### src/rtl/fc_ram_pkg.sv
// Shared constants, FSM state type and word-slice helper for the
// fully-connected datapath RAM read/write blocks.
package fc_ram_pkg;

  localparam int DWIDTH = 16;
  localparam int AWIDTH = 8;
  localparam int NWORDS = 16;

  typedef enum logic [1:0] {
    IDLE  = 2'd0,
    WRITE = 2'd1,
    DONE  = 2'd2
  } state_t;

  function automatic logic [DWIDTH-1:0] word_slice(
    input logic [NWORDS*DWIDTH-1:0] bus,
    input int unsigned              k
  );
    return bus[k*DWIDTH +: DWIDTH];
  endfunction

endpackage

### src/rtl/ram_wr_shreg.sv
// Parallel-load shift register holding one burst; word 0 sits at the head
// and each shift exposes the next word, back-filling with zeros.
module ram_wr_shreg
  import fc_ram_pkg::*;
(
  input  logic                     clk,
  input  logic                     rst_n,
  input  logic                     load,
  input  logic                     shift,
  input  logic [NWORDS*DWIDTH-1:0] load_data,
  output logic [DWIDTH-1:0]        head
);

  logic [DWIDTH-1:0] regs_r [NWORDS];

  // Shadow storage: load wins over shift, otherwise hold
  always_ff @(posedge clk or negedge rst_n) begin
    if (!rst_n) begin
      for (int i = 0; i < NWORDS; i++) begin
        regs_r[i] <= {DWIDTH{1'b0}};
      end
    end else if (load) begin
      for (int i = 0; i < NWORDS; i++) begin
        regs_r[i] <= word_slice(load_data, i);
      end
    end else if (shift) begin
      for (int i = 0; i < NWORDS - 1; i++) begin
        regs_r[i] <= regs_r[i+1];
      end
      regs_r[NWORDS-1] <= {DWIDTH{1'b0}};
    end
  end

  assign head = regs_r[0];

endmodule

### src/rtl/ram_wr_burst_16.sv
// Accepts 16 words in one handshake and writes them to a single-port RAM
// as a gap-free burst at consecutive (wrapping) addresses.
module ram_wr_burst_16 #(
  parameter int DWIDTH = fc_ram_pkg::DWIDTH,
  parameter int AWIDTH = fc_ram_pkg::AWIDTH,
  parameter int NWORDS = fc_ram_pkg::NWORDS
) (
  input  logic                     clk,
  input  logic                     rst_n,
  input  logic                     in_valid,
  output logic                     in_ready,
  input  logic [NWORDS*DWIDTH-1:0] in_data,
  input  logic                     use_ptr,
  input  logic [AWIDTH-1:0]        base_addr,
  input  logic                     ptr_clr,
  output logic                     wren,
  output logic [AWIDTH-1:0]        waddr,
  output logic [DWIDTH-1:0]        din,
  output logic                     busy,
  output logic                     done,
  output logic [AWIDTH-1:0]        wr_ptr
);
  import fc_ram_pkg::*;

  localparam logic [3:0] CNT_LAST = 4'(NWORDS - 1);

  state_t            state_r;
  state_t            state_s;
  logic [3:0]        cnt_r;
  logic [AWIDTH-1:0] base_r;
  logic [AWIDTH-1:0] waddr_r;
  logic [AWIDTH-1:0] wr_ptr_r;
  logic [AWIDTH-1:0] sel_base_s;
  logic              wren_r;
  logic              busy_r;
  logic              done_r;
  logic              ready_r;
  logic              accept_s;
  logic              last_s;

  // ready_r is only ever set while in IDLE, so it qualifies the handshake
  assign accept_s   = in_valid & ready_r;
  assign last_s     = (state_r == WRITE) && (cnt_r == CNT_LAST);
  assign sel_base_s = use_ptr ? wr_ptr_r : base_addr;

  // FSM state register
  always_ff @(posedge clk or negedge rst_n) begin
    if (!rst_n) begin
      state_r <= IDLE;
    end else begin
      state_r <= state_s;
    end
  end

  // FSM next-state logic
  always_comb begin
    state_s = state_r;
    case (state_r)
      IDLE: begin
        if (accept_s) state_s = WRITE;
        else          state_s = IDLE;
      end
      WRITE: begin
        if (last_s) state_s = DONE;
        else        state_s = WRITE;
      end
      DONE:    state_s = IDLE;
      default: state_s = IDLE;
    endcase
  end

  // Registered handshake/status outputs, burst address and word counter
  always_ff @(posedge clk or negedge rst_n) begin
    if (!rst_n) begin
      ready_r <= 1'b0;
      busy_r  <= 1'b0;
      done_r  <= 1'b0;
      wren_r  <= 1'b0;
      waddr_r <= {AWIDTH{1'b0}};
      base_r  <= {AWIDTH{1'b0}};
      cnt_r   <= 4'd0;
    end else begin
      ready_r <= (state_s == IDLE);
      busy_r  <= (state_s != IDLE);
      done_r  <= (state_s == DONE);
      if (accept_s) begin
        base_r  <= sel_base_s;
        waddr_r <= sel_base_s;
        wren_r  <= 1'b1;
        cnt_r   <= 4'd0;
      end else if (state_r == WRITE) begin
        cnt_r   <= cnt_r + 4'd1;
        waddr_r <= waddr_r + AWIDTH'(1);
        wren_r  <= ~last_s;
      end
    end
  end

  // Running pointer: clear has priority over the end-of-burst advance
  always_ff @(posedge clk or negedge rst_n) begin
    if (!rst_n) begin
      wr_ptr_r <= {AWIDTH{1'b0}};
    end else if (ptr_clr) begin
      wr_ptr_r <= {AWIDTH{1'b0}};
    end else if (state_r == DONE) begin
      wr_ptr_r <= base_r + AWIDTH'(NWORDS);
    end
  end

  ram_wr_shreg u_shreg (
    .clk       (clk),
    .rst_n     (rst_n),
    .load      (accept_s),
    .shift     (state_r == WRITE),
    .load_data (in_data),
    .head      (din)
  );

  assign in_ready = ready_r;
  assign wren     = wren_r;
  assign waddr    = waddr_r;
  assign busy     = busy_r;
  assign done     = done_r;
  assign wr_ptr   = wr_ptr_r;

endmodule

### config.mk
export PLATFORM = sky130hd
export DESIGN_NAME = ram_wr_burst_16
export DESIGN_NICKNAME = d
export VERILOG_FILES = /design/src/rtl/fc_ram_pkg.sv /design/src/rtl/ram_wr_shreg.sv /design/src/rtl/ram_wr_burst_16.sv
export SDC_FILE = /design/constraint.sdc
export NUM_CORES = 1
export LEC_CHECK = 0
export ABC_AREA = 1
export CORE_UTILIZATION = 51
export DETAILED_ROUTE_END_ITERATION = 8
export PLACE_DENSITY = 0.88
export SYNTH_ARGS = -nofsm -noshare
export SYNTH_HDL_FRONTEND = slang
export SYNTH_SLANG_ARGS = --single-unit
### constraint.sdc
create_clock -name clk -period 1.7 [get_ports clk]
set_clock_uncertainty 0.05 [all_clocks]
set_input_delay 0.425 -clock clk [delete_from_list [all_inputs] [get_ports clk]]
set_output_delay 0.425 -clock clk [all_outputs]
set_load 0.02 [all_outputs]
# Yosys cells after proc, flatten, opt, wreduce, memory -nomap -nowiden
# Cells that the tools add are included.
[classes] add_sub_neg=3 n_mul=0 div_mod_pow=0 magnitude_cmp=0 eq_ne=4 shifts=0 muxes=14 n_bitwise=2 n_reduce_logical=6
[ops] operator="$mux W256" n=2
[ops] operator="$mux W8" n=5
[ops] operator="$add A8 B1 Y8 const B" n=1
[ops] operator="$add A8 B5 Y8 const B" n=1
[ops] operator="$mux W4" n=2
[ops] operator="$reduce_bool A2 Y1" n=3
[ops] operator="$add A4 B1 Y4 const B" n=1
[ops] operator="$eq A2 B2 Y1 const B" n=2
[ops] operator="$eq A4 B4 Y1 const B" n=1
[ops] operator="$logic_not A2 Y1" n=2
[ops] operator="$pmux W2 S2" n=1
[ops] operator="$mux W1" n=3
[ops] operator="$eq A2 B1 Y1 const B" n=1
[ops] operator="$mux W2" n=1
[ops] operator="$and A1 B1 Y1" n=1
[ops] operator="$logic_and A1 B1 Y1" n=1
[ops] operator="$not A1 Y1" n=1
[word_totals] ff_bits=290 latch_bits=0 ramBits=0 mem_bits_ro=0 in_bits=269 out_inout_bits=36 elab_cells=54 n_memories=0

# Depth between registers and ports, before layout
# Gate-level depths: netlist (run 1).
[depth] ltp_word=5 depth_mapped=8 mapped_depth_nobuf=8

# Modules after synthesis
# Synthesis (run 1) repeated with hierarchy kept, for this count alone.
[unflattened] hier_cells=1587 area_unflattened_um2=13336.5
[modules_own_cells] module="ram_wr_shreg" instances=1 cells_each=1392 area_each_um2=11674.9 seq_area_each_um2=6406.1
[modules_own_cells] module="ram_wr_burst_16" instances=1 cells_each=195 area_each_um2=1661.6 seq_area_each_um2=850.8

# Worst setup path before layout (run 1)
# Ideal clock, no wire load.
[synth_path] kind="reg-to-reg" from="register ready_r (netlist: in_ready)" to="register u_shreg.regs_r[176] in the netlist's numbering" setup_time_ps=137 t_arrival_ps=1203 t_required_ps=1513 path_slack_ps=309 path_stages_with_launch=8 path_buffers=3 synth_period_minus_slack_ps=1391 path_cell_list="dfrtp_1 -> nand2_4 -> inv_2 -> buf_6 -> buf_4 -> buf_2 -> nand2_1 -> o221ai_1"
[synth_between] elab_chain_cells=2 word_cells_on_any_way=3 cone_classes="mux (1); bitwise (1); reduce/logical (1)"
[synth_rtl] item="start: declaration" line="ram_wr_burst_16.sv:37" source="logic ready_r;"
[synth_rtl] item="start signal: assignment" line="ram_wr_burst_16.sv:83" source="ready_r <= (state_s == IDLE);"
[synth_rtl] item="$and A1 B1 Y1 (*)" line="ram_wr_burst_16.sv:42" source="assign accept_s = in_valid & ready_r;"
[synth_rtl] item="$mux W256 or $reduce_bool A2 Y1 (tied branches)"
[synth_rtl] item="end signal: indexed assignment" line="ram_wr_shreg.sv:20" source="regs_r[i] <= {DWIDTH{1'b0}};"
[synth_rtl] item="end signal: indexed assignment" line="ram_wr_shreg.sv:24" source="regs_r[i] <= word_slice(load_data, i);"
[synth_rtl] item="end signal: indexed assignment" line="ram_wr_shreg.sv:28" source="regs_r[i] <= regs_r[i+1];"
[synth_rtl] item="end: declaration" line="ram_wr_shreg.sv:14" source="logic [DWIDTH-1:0] regs_r [NWORDS];"
# Every way passes the cells marked *; elsewhere a longest branch is shown, timed or not.
# A chain may end at the register's enable or synchronous reset.

# Worst setup path in the final report (run 1)
[layout_path] from="register waddr_r[6] (netlist: waddr[6])" to="output port waddr[6]"
[layout_rtl] item="start: declaration" line="ram_wr_burst_16.sv:31" source="logic [AWIDTH-1:0] waddr_r;"
[layout_rtl] item="start signal: assignment" line="ram_wr_burst_16.sv:79" source="waddr_r <= {AWIDTH{1'b0}};"
[layout_rtl] item="start signal: assignment" line="ram_wr_burst_16.sv:88" source="waddr_r <= sel_base_s;"
[layout_rtl] item="start signal: assignment" line="ram_wr_burst_16.sv:93" source="waddr_r <= waddr_r + AWIDTH'(1);"
[layout_rtl] item="end: declaration" line="ram_wr_burst_16.sv:17" source="output logic [AWIDTH-1:0] waddr,"
# No word-level cell between the ends.

==> results of run 1 <==
==> kinds of logic (layout without fill, tap and decap cells) <==
group / Yosys count / after routing
AND/OR/NAND/NOR: 460 / 460
buffers and inverters: 315 / 639
AO/OA/AOI/OAI: 304 / 304
flip-flops: 290 / 290
adder cells (fa/ha/maj): 3 / 3
XOR/XNOR: 1 / 1
other: 0 / 6
==> how the worst min path moves through the flow <==
stage	slack, ns	end	depth (start not counted)
4_1_cts	0.30	u_shreg.regs_r[141]$_DFFE_PN0P_	2
6_report	0.30	u_shreg.regs_r[141]$_DFFE_PN0P_	2
3_5_place_dp	0.29	u_shreg.regs_r[141]$_DFFE_PN0P_	1
5_1_grt	0.30	u_shreg.regs_r[141]$_DFFE_PN0P_	2
2_1_floorplan	0.08	base_r[0]$_DFFE_PN0N_	0
3_3_place_gp	0.28	u_shreg.regs_r[141]$_DFFE_PN0P_	1
==> cell usage after synthesis, types with 3 or more instances <==
| master | n |
|---|---|
| nand2_4 | 4 |
| inv_2 | 3 |
| nand2_1 | 340 |
| o21ai_0 | 61 |
| o211ai_1 | 12 |
| nand3_1 | 70 |
| dfrtp_1 | 290 |
| o21ai_1 | 5 |
| nor2_1 | 43 |
| o21bai_1 | 3 |
| ha_1 | 3 |
| buf_6 | 24 |
| o211ai_2 | 40 |
| buf_2 | 42 |
| clkbuf_1 | 16 |
| o221ai_2 | 50 |
| a21oi_1 | 14 |
| o22ai_1 | 35 |
| o221ai_1 | 83 |
| buf_4 | 26 |
| inv_1 | 202 |
==> stage by stage <==
stage / instances / hold slack, ns
3_5_place_dp: 1969 / 0.2856
3_3_place_gp: 1969 / 0.2841
6_report: 2033 / 0.2960
2_1_floorplan: 1373 / 0.07941
5_1_grt: 2028 / 0.3037
4_1_cts: 2027 / 0.3016
==> state kept, by name, summed over array words and instances (netlist names) <==
register        cells
state_r             2
base_r              8
done                1
in_ready            1
waddr               8
u_shreg.head       16
busy                1
wren                1
wr_ptr              8
u_shreg.regs_r    240
cnt_r               4
==> timing repair <==
action	4_1_cts	5_1_grt
gates resized for setup	114	21
endpoints found under the setup margin	36	60
hold buffers	1	0
setup buffers	4	0
endpoints found under the hold margin	27	0
==> where the power goes <==
part	switching (mW)	internal (mW)	total, mW
Sequential	1.13	9.64	10.8
Clock	2.74	4.16	6.90
Combinational	7.31	5.00	12.3
Total	11.2	18.8	30.0
==> per-layer routing <==
layer,global-route usage (%),vias to the layer above,wire (microns)
li1,-,5207,-
met1,36.93,5660,14960
met2,51.66,662,19840
met3,5.253,133,3281
met4,15.57,0,2091
met5,0,-,0
==> final cells by class <==
class	count	area share, %
Sequential cell	290	40.33
Timing Repair Buffer	380	21.47
Inverter	206	4.367
Clock buffer	40	4.611
Tap cell	330	2.295
Clock inverter	13	1.099
Multi-Input combinational cell	768	25.74
Antenna cell	6	0.08345
==> flow_summary.toml, run 1 <==
[grt]
grt_pass1_vias = 11840
gr-total-overflow = 0
antenna_found_initial = 2
grt_max_degree = 61
grt_first_pass_wirelength_microns = 62360
grtUsageTotal_pct = 30.30

[critical_path]
rr_startpoint = "in_ready$_DFF_PN0_"
cp.required_ns = 1.22
critPathLaunchType = "flip-flop"
critical_path_buf_inv_count = 1
reg2regPathDepth = 7
worstSetupPathDepth = 1
path_max_fanout = 2
reg2reg_setup_slack_ns = 0.08
path_cells = "clkdlybuf4s15_2"
critPathKind = "flip-flop to output port"
slowest_stage = "dfrtp_1"
critPathTopFamily = "flip-flops"
end_kind = "output port"
crit_path_end = "waddr[6]"
cpPeakStageDelay_ns = 0.38
critPathArrivalTime_ns = 1.20
r2r-end = "u_shreg.regs_r[184]$_DFFE_PN0P_"
crit_start = "waddr[6]$_DFFE_PN0P_"

[yosys]
avgSynthCellArea_sq_um = 9.750
synth_adder_area_share_pct = 0.2804
netlist_area_sq_um = 13390
synth.area.mux_share_pct = 0
synth-xor-area-share_pct = 0.06543
synth-simple-area-share_pct = 13.83
synth.distinct_cells = 28
synth_top_family_by_area = "compound AO/OA/AOI/OAI gates"
synth_warnings = 0
async_flop_share_pct = 100.0
synth_compound_area_share_pct = 20.29
synth_fp_nets = 1645
yosysSeqAreaShare_pct = 54.21
synth-main-ff-cell = "dfrtp_1"
synth_edf_count = 0
synth_area_leaders = "dfrtp_1 54%, nand2_1 9.5%, inv_1 5.7%, o221ai_2 5.6%, o221ai_1 5.4%"
syn_inst = 1373
ys_ff_latch = 290
synth_top_area_cell = "dfrtp_1"
synth_top_area_share_pct = 54.21

[timing]
fmax_mhz = 597.0
fin_crit_ns = 1.675
hold_viol_final = 0
setup_viol = 0
fin_crit_sh_pct = 98.53
rsz0062_at_grt = "false"
relSlewSlack_pct = 70.07
finalSetupTns_ns = 0
worst_pin_slew_ns = 0.4442
fin_ws_ns = 0.02491
slew_viol_final = 0

[pwr]
peakVddDrop_mv = 1.050
power_mw = 29.99
p_per_area_nw_per_um2 = 1667
leakage_nw = 7.963

[finish]
design_area_sq_um = 17990
fillers = 1736
utilization_pct = 70.64
areaGrowthSynthToFinish_pct = 34.41
ff_latch_area_sq_um = 7257
multiInputGateArea_sq_um = 4632
layout.nets = 1948
drive_above_1_share_pct = 15.09
mostFrequentLayoutCells = "340 x nand2_1, 290 x dfrtp_1, 267 x clkdlybuf4s50_1"
final_common_cell = "nand2_1"

[drt]
first_iter_violations = 1328
drc_errors = 0
via_per_inst = 5.736
vias = 11660
wl_microns = 40170
routedWlPerCell_microns = 19.76
first_pass_iters = 6
final_antenna_net_count = 0

[job]
cap_violations = 0

[cts]
cts_tree = "built"
insertion_delay_ns = 0.55
clock_sinks = 290
ctsHtreeMaxLevel = 1
clockRootBuffer = "clkbuf_16"
clockBufferDepth = 3
path_clk_slew_ns = 0.06
cts_buffers = 30

[floorplan]
fp.dieH_microns = 164.0
core_area_sq_um = 25470
ios = 305
rows = 58
start_util_pct = 52.55
die_area_sq_um = 26900
die_w_microns = 164.0

[placement]
gp_congestion = 0.9044
io_buffers = 304
place_ws_ns = -0.3262
placed_area_sq_um = 17020
hpwl_microns = 28980

[status]
status = "completed"

[min_path]
hp-class = "input pin to asynchronous set/reset pin"
Note: power is estimated with default switching activity, not from simulation.
==> run 2: changes to the inputs <==
--- a/config.mk
+++ b/config.mk
@@ -8,6 +8,7 @@
 export ABC_AREA = 1
 export CORE_UTILIZATION = 51
 export DETAILED_ROUTE_END_ITERATION = 8
+export GPL_TIMING_DRIVEN = 0
 export PLACE_DENSITY = 0.88
 export SYNTH_ARGS = -nofsm -noshare
 export SYNTH_HDL_FRONTEND = slang
==> run 2 against run 1 <==
  * Combinational power grew 6%
  * Die area is the same
  * Worst hold slack gained 0.079 ns
  * Wire length grew 10%
  * Critical endpoint is now din[6]
  * Largest power group unchanged
  * Non-clock buffer count grew 49
  * Final cell count grew 2.3%
  * Critical path depth grew 1
  * Sequential power is essentially flat
==> flow_summary.toml, run 2 (synthesized netlist as in run 1, its figures left out) <==
[finish]
mostFrequentLayoutCells = "340 x nand2_1, 289 x dfrtp_1, 267 x clkdlybuf4s50_1"
multiInputGateArea_sq_um = 4614
final_cells = 2079
largest_reg_flops = 240
final_common_cell = "nand2_1"
ff_latch_area_sq_um = 7258
drive_above_1_share_pct = 16.96
fillers = 1753
largest-register = "u_shreg.regs_r"
areaGrowthSynthToFinish_pct = 34.44
layout.nets = 1996

[timing]
hold_viol_final = 0
fmax_mhz = 592.7
worst_pin_slew_ns = 0.6036
relSlewSlack_pct = 59.76
slew_viol_final = 0
fin_crit_sh_pct = 99.25
fin_crit_ns = 1.687
setup_viol = 0

[drt]
routedWlPerCell_microns = 21.26
drc_errors = 0
first_pass_iters = 5
vias = 12130
final_antenna_net_count = 0
wl_microns = 44200
first_iter_violations = 1206
via_per_inst = 5.833

[cts]
cts_tree = "built"
ctsHtreeMaxLevel = 1
clock_sinks = 290
clockRootBuffer = "clkbuf_16"
insertion_delay_ns = 0.55
path_clk_slew_ns = 0.06
clockBufferDepth = 3
cts_buffers = 29

[grt]
grt_max_degree = 106
antenna_found_initial = 2
grt_first_pass_wirelength_microns = 66690
grtUsageTotal_pct = 33.12
grt_pass1_vias = 12340
gr-total-overflow = 0

[critical_path]
critPathKind = "flip-flop to output port"
critPathArrivalTime_ns = 1.21
reg2regPathDepth = 6
cp.required_ns = 1.22
end_kind = "output port"
rr_startpoint = "in_ready$_DFF_PN0_"
reg2reg_setup_slack_ns = 0.03
path_max_fanout = 2
r2r-end = "u_shreg.regs_r[121]$_DFFE_PN0P_"
cpPeakStageDelay_ns = 0.39
path_cells = "buf_4, buf_6"
critPathLaunchType = "flip-flop"
slowest_stage = "dfrtp_1"

[pwr]
power_mw = 30.74
peakVddDrop_mv = 0.8294
leakage_nw = 8.085
p_per_area_nw_per_um2 = 1708

[floorplan]
ios = 305
rows = 58
fp.dieH_microns = 164.0
core_area_sq_um = 25470
die_area_sq_um = 26900
die_w_microns = 164.0
start_util_pct = 52.55

[min_path]
hp-class = "input pin to asynchronous set/reset pin"

[placement]
place_inst = 2009
io_buffers = 304
hpwl_microns = 32320
gp_congestion = 0.9446

[job]
cap_violations = 0

[status]
status = "completed"
-- run 2: where the power goes --
group          total [mW]  internal [mW]  leakage, nW  switching (mW)
combinational        13.0           5.04         3.85            7.96
clock                6.95           4.17        0.501            2.78
sequential           10.8           9.64         3.73            1.15
-- run 2: worst max path at each step --
stage                                            endpoint  slack (ns)  cells after the start                         start
after global routing                              din[11]      -0.005                      2  u_shreg.head[11]$_DFFE_PN0P_
after global placement     u_shreg.regs_r[76]$_DFFE_PN0P_      -11.94                      1                         rst_n
after floorplan           u_shreg.regs_r[176]$_DFFE_PN0P_        0.31                      7            in_ready$_DFF_PN0_
final                                              din[6]        0.01                      2   u_shreg.head[6]$_DFFE_PN0P_
after CTS                                          din[4]      0.0003                      2   u_shreg.head[4]$_DFFE_PN0P_
after detailed placement   u_shreg.regs_r[78]$_DFFE_PN0P_       -0.48                      7                      in_valid
-- run 2: stage by stage --
stage | worst slack (ns) | hold slack (ns) | cell area (sq um) | TNS, ns | utilization, %
after global placement | -11.94 | 0.4107 | 16840 | -3545.46 | 66.12
after CTS | 0.0002620 | 0.3705 | 17870 | 0 | 70.16
after detailed placement | -0.4781 | 0.4218 | 16900 | -97.04 | 66.36
after global routing | -0.005389 | 0.3965 | 17990 | -0.01143 | 70.63
after floorplan | 0.3094 | 0.07941 | 13390 | 0 | -
final | 0.01279 | 0.3747 | 18000 | 0 | 70.66
-- run 2: final cells by class --
cell class / count / share of cell area (%)
sequential: 290 / 40.33
timing repair buffer: 320 / 17.46
antenna: 4 / 0.05562
inverter: 206 / 4.310
buffer: 109 / 4.150
tap: 330 / 2.294
clock inverter: 19 / 1.481
multi-input combinational: 768 / 25.64
clock buffer: 33 / 4.283
-- run 2: timing repair --
item | in CTS | in global routing
resized for setup | 130 | 28
endpoints found under the hold margin | 86 | 0
hold buffers | 1 | 0
buffers inserted | 2 | 11
setup endpoints to repair | 38 | 36
-- run 2: worst max-delay path: cells and delay by family (launching register included) --
kind,cells,cell delay [ns]
flops,1,0.39
buf+inv,2,0.27
-- run 2: metal layers --
layer | share of wire [%] | wire [microns] | global-route usage [%] | vias up
li1 | - | - | - | 5317
met1 | 36 | 15850 | 39.26 | 5857
met2 | 48 | 21320 | 55.86 | 779
met3 | 9.4 | 4167 | 6.338 | 171
met4 | 6.5 | 2854 | 20.12 | 2
met5 | 0.029 | 13 | 0 | -
==> run 3: changes to the inputs <==
--- a/config.mk
+++ b/config.mk
@@ -10,6 +10,7 @@
 export DETAILED_ROUTE_END_ITERATION = 8
 export GPL_TIMING_DRIVEN = 0
 export PLACE_DENSITY = 0.88
+export SKIP_CTS_REPAIR_TIMING = 1
 export SYNTH_ARGS = -nofsm -noshare
 export SYNTH_HDL_FRONTEND = slang
 export SYNTH_SLANG_ARGS = --single-unit
==> run 3 against run 2 <==
  * The flow now finishes with violations (negative hold slack)
  * Count of clock-buffer cells in the layout unchanged
  * Combinational power about the same
  * Sequential share of layout area down 0.059 points
  * Critical path depth stayed put
  * Sequential power hardly changed
  * Worst hold slack got worse by 0.55 ns
  * Non-clock buffer count decreased by 2
  * Register-to-register slack lost 0.02 ns
  * Via count decreased by 0.74%
  * Core utilization increased by 0.10 points
  * Final cell count about the same
  * Critical endpoint is now din[11]
==> flow_summary.toml, run 3 (synthesized netlist as in run 1, its figures left out) <==
[status]
status = "finished, violations left"
violations = "negative hold slack"

[pwr]
power_mw = 30.75
p_per_area_nw_per_um2 = 1706
p_sw_share_pct = 38.72
power.internal_mw = 18.85
clockPowerShare_pct = 22.6
comb_power_share_pct = 42.3
pwr-share-seq_pct = 35.1
switchingPower_mw = 11.91
leakage_nw = 8.254
peakVddDrop_mv = 0.8472

[finish]
fillers = 1753
layout.nets = 1994
largest-register = "u_shreg.regs_r"
multiInputGateArea_sq_um = 4614
final_common_cell = "nand2_1"
ff_latch_area_sq_um = 7258
drive_above_1_share_pct = 16.29
largest_reg_flops = 240
mostFrequentLayoutCells = "340 x nand2_1, 289 x dfrtp_1, 267 x clkdlybuf4s50_1"
areaGrowthSynthToFinish_pct = 34.64

[grt]
grtUsageTotal_pct = 33.08
gr-total-overflow = 0
grt_max_degree = 106
grt_first_pass_wirelength_microns = 66610
grt_pass1_vias = 12350
antenna_found_initial = 2

[job]
cap_violations = 0

[floorplan]
core_area_sq_um = 25470
ios = 305
die_area_sq_um = 26900
rows = 58
fp.dieH_microns = 164.0
start_util_pct = 52.55
die_w_microns = 164.0

[timing]
fin_ws_ns = 0.01214
relSlewSlack_pct = 52.23
slew_viol_final = 0
fin_crit_sh_pct = 99.29
setup_viol = 0
holdWs_ns = -0.1737
hold_viol_final = 86
fin_crit_ns = 1.688
worst_pin_slew_ns = 0.7165
fmax_mhz = 592.5
finalSetupTns_ns = 0

[critical_path]
slowest_stage = "dfrtp_1"
worstSetupPathDepth = 2
cp.required_ns = 1.22
end_kind = "output port"
critPathArrivalTime_ns = 1.21
cpPeakStageDelay_ns = 0.39
critPathTopFamily = "flip-flops"
critPathLaunchType = "flip-flop"
reg2regPathDepth = 6
critical_path_buf_inv_count = 2
critPathKind = "flip-flop to output port"
path_max_fanout = 2
path_cells = "buf_4, buf_2"

[placement]
gp_congestion = 0.9446
io_buffers = 304
hpwl_microns = 32320
place_ws_ns = -0.4781

[drt]
first_iter_violations = 1215
wl_microns = 44330
drc_errors = 0
routedWlPerCell_microns = 21.33
final_antenna_net_count = 0
vias = 12040
via_per_inst = 5.792
first_pass_iters = 5

[min_path]
hp-class = "input pin to asynchronous set/reset pin"

[cts]
insertion_delay_ns = 0.55
clockRootBuffer = "clkbuf_16"
cts_buffers = 29
clock_sinks = 290
ctsHtreeMaxLevel = 1
clockBufferDepth = 3
cts_tree = "built"
path_clk_slew_ns = 0.06
==> run 3: cell count changes in the layout (fill, tap and decap cells not counted) <==
cell and delta:
buf_12 -1, buf_8 +1, diode_2 +1, dlygate4sd3_1 -1, clkbuf_2 +8, buf_6 -1
clkdlybuf4s15_1 -2, dlymetal6s2s_1 +13, buf_2 -13, clkdlybuf4s15_2 -6
==> run 3: area by class of cell <==
| cell class | instances | area share, % |
|---|---|---|
| Clock inverter | 19 | 1.479 |
| Multi-Input combinational cell | 768 | 25.60 |
| Tap cell | 330 | 2.291 |
| Sequential cell | 290 | 40.27 |
| Buffer | 109 | 4.124 |
| Inverter | 206 | 4.304 |
| Antenna cell | 5 | 0.06942 |
| Clock buffer | 33 | 4.276 |
| Timing Repair Buffer | 318 | 17.58 |
==> run 3: power by group through the flow <==
stage / combinational [mW] / sequential, mW / clock (mW)
after floorplan: 8.34 / 10.6 / 0
after global placement: 12.0 / 10.8 / 0
after detailed placement: 12.6 / 10.8 / 0
after CTS: 12.8 / 10.8 / 6.97
after global routing: 14.0 / 11.0 / 7.24
final: 13.0 / 10.8 / 6.95
==> run 3: per-layer routing <==
layer	GRT usage (%)	share of wire [%]	routed length (microns)
met4	20.08	6.4	2823
met1	39.35	36	16020
met5	0	0.029	13
met2	55.80	48	21250
met3	6.136	9.5	4222
==> run 3: through the flow <==
| step | cell area (sq um) | instances | utilization, % | hold WS (ns) |
|---|---|---|---|---|
| floorplan | 13390 | 1373 | - | 0.07941 |
| global placement | 16840 | 2007 | 66.12 | 0.4107 |
| detailed placement | 16900 | 2009 | 66.36 | 0.4218 |
| CTS | 17940 | 2061 | 70.43 | -0.1423 |
| global route | 18010 | 2074 | 70.72 | -0.1180 |
| finish | 18020 | 2078 | 70.76 | -0.1737 |
==> run 3: path summary, 6_finish.rpt <==
kind	endpoint	slack (ns)	from
max in group asynchronous	u_shreg.regs_r[78]$_DFFE_PN0P_	0.80	rst_n
worst max register to register	u_shreg.regs_r[120]$_DFFE_PN0P_	0.01	in_ready$_DFF_PN0_
worst min-delay path	u_shreg.regs_r[189]$_DFFE_PN0P_	-0.17	rst_n
worst min register to register	u_shreg.regs_r[91]$_DFFE_PN0P_	0.45	u_shreg.regs_r[91]$_DFFE_PN0P_
min in group clk	u_shreg.regs_r[14]$_DFFE_PN0P_	0.38	in_data[254]
worst max-delay path	din[11]	0.01	u_shreg.head[11]$_DFFE_PN0P_
==> run 3: worst register-to-register path: stages (launching register included) <==
cell and delay (ns):
dfrtp_1 0.41, nand2_4 0.13, inv_2 0.06, buf_6 0.15, clkbuf_1 0.22, o21ai_0 0.42
o22ai_1 0.11
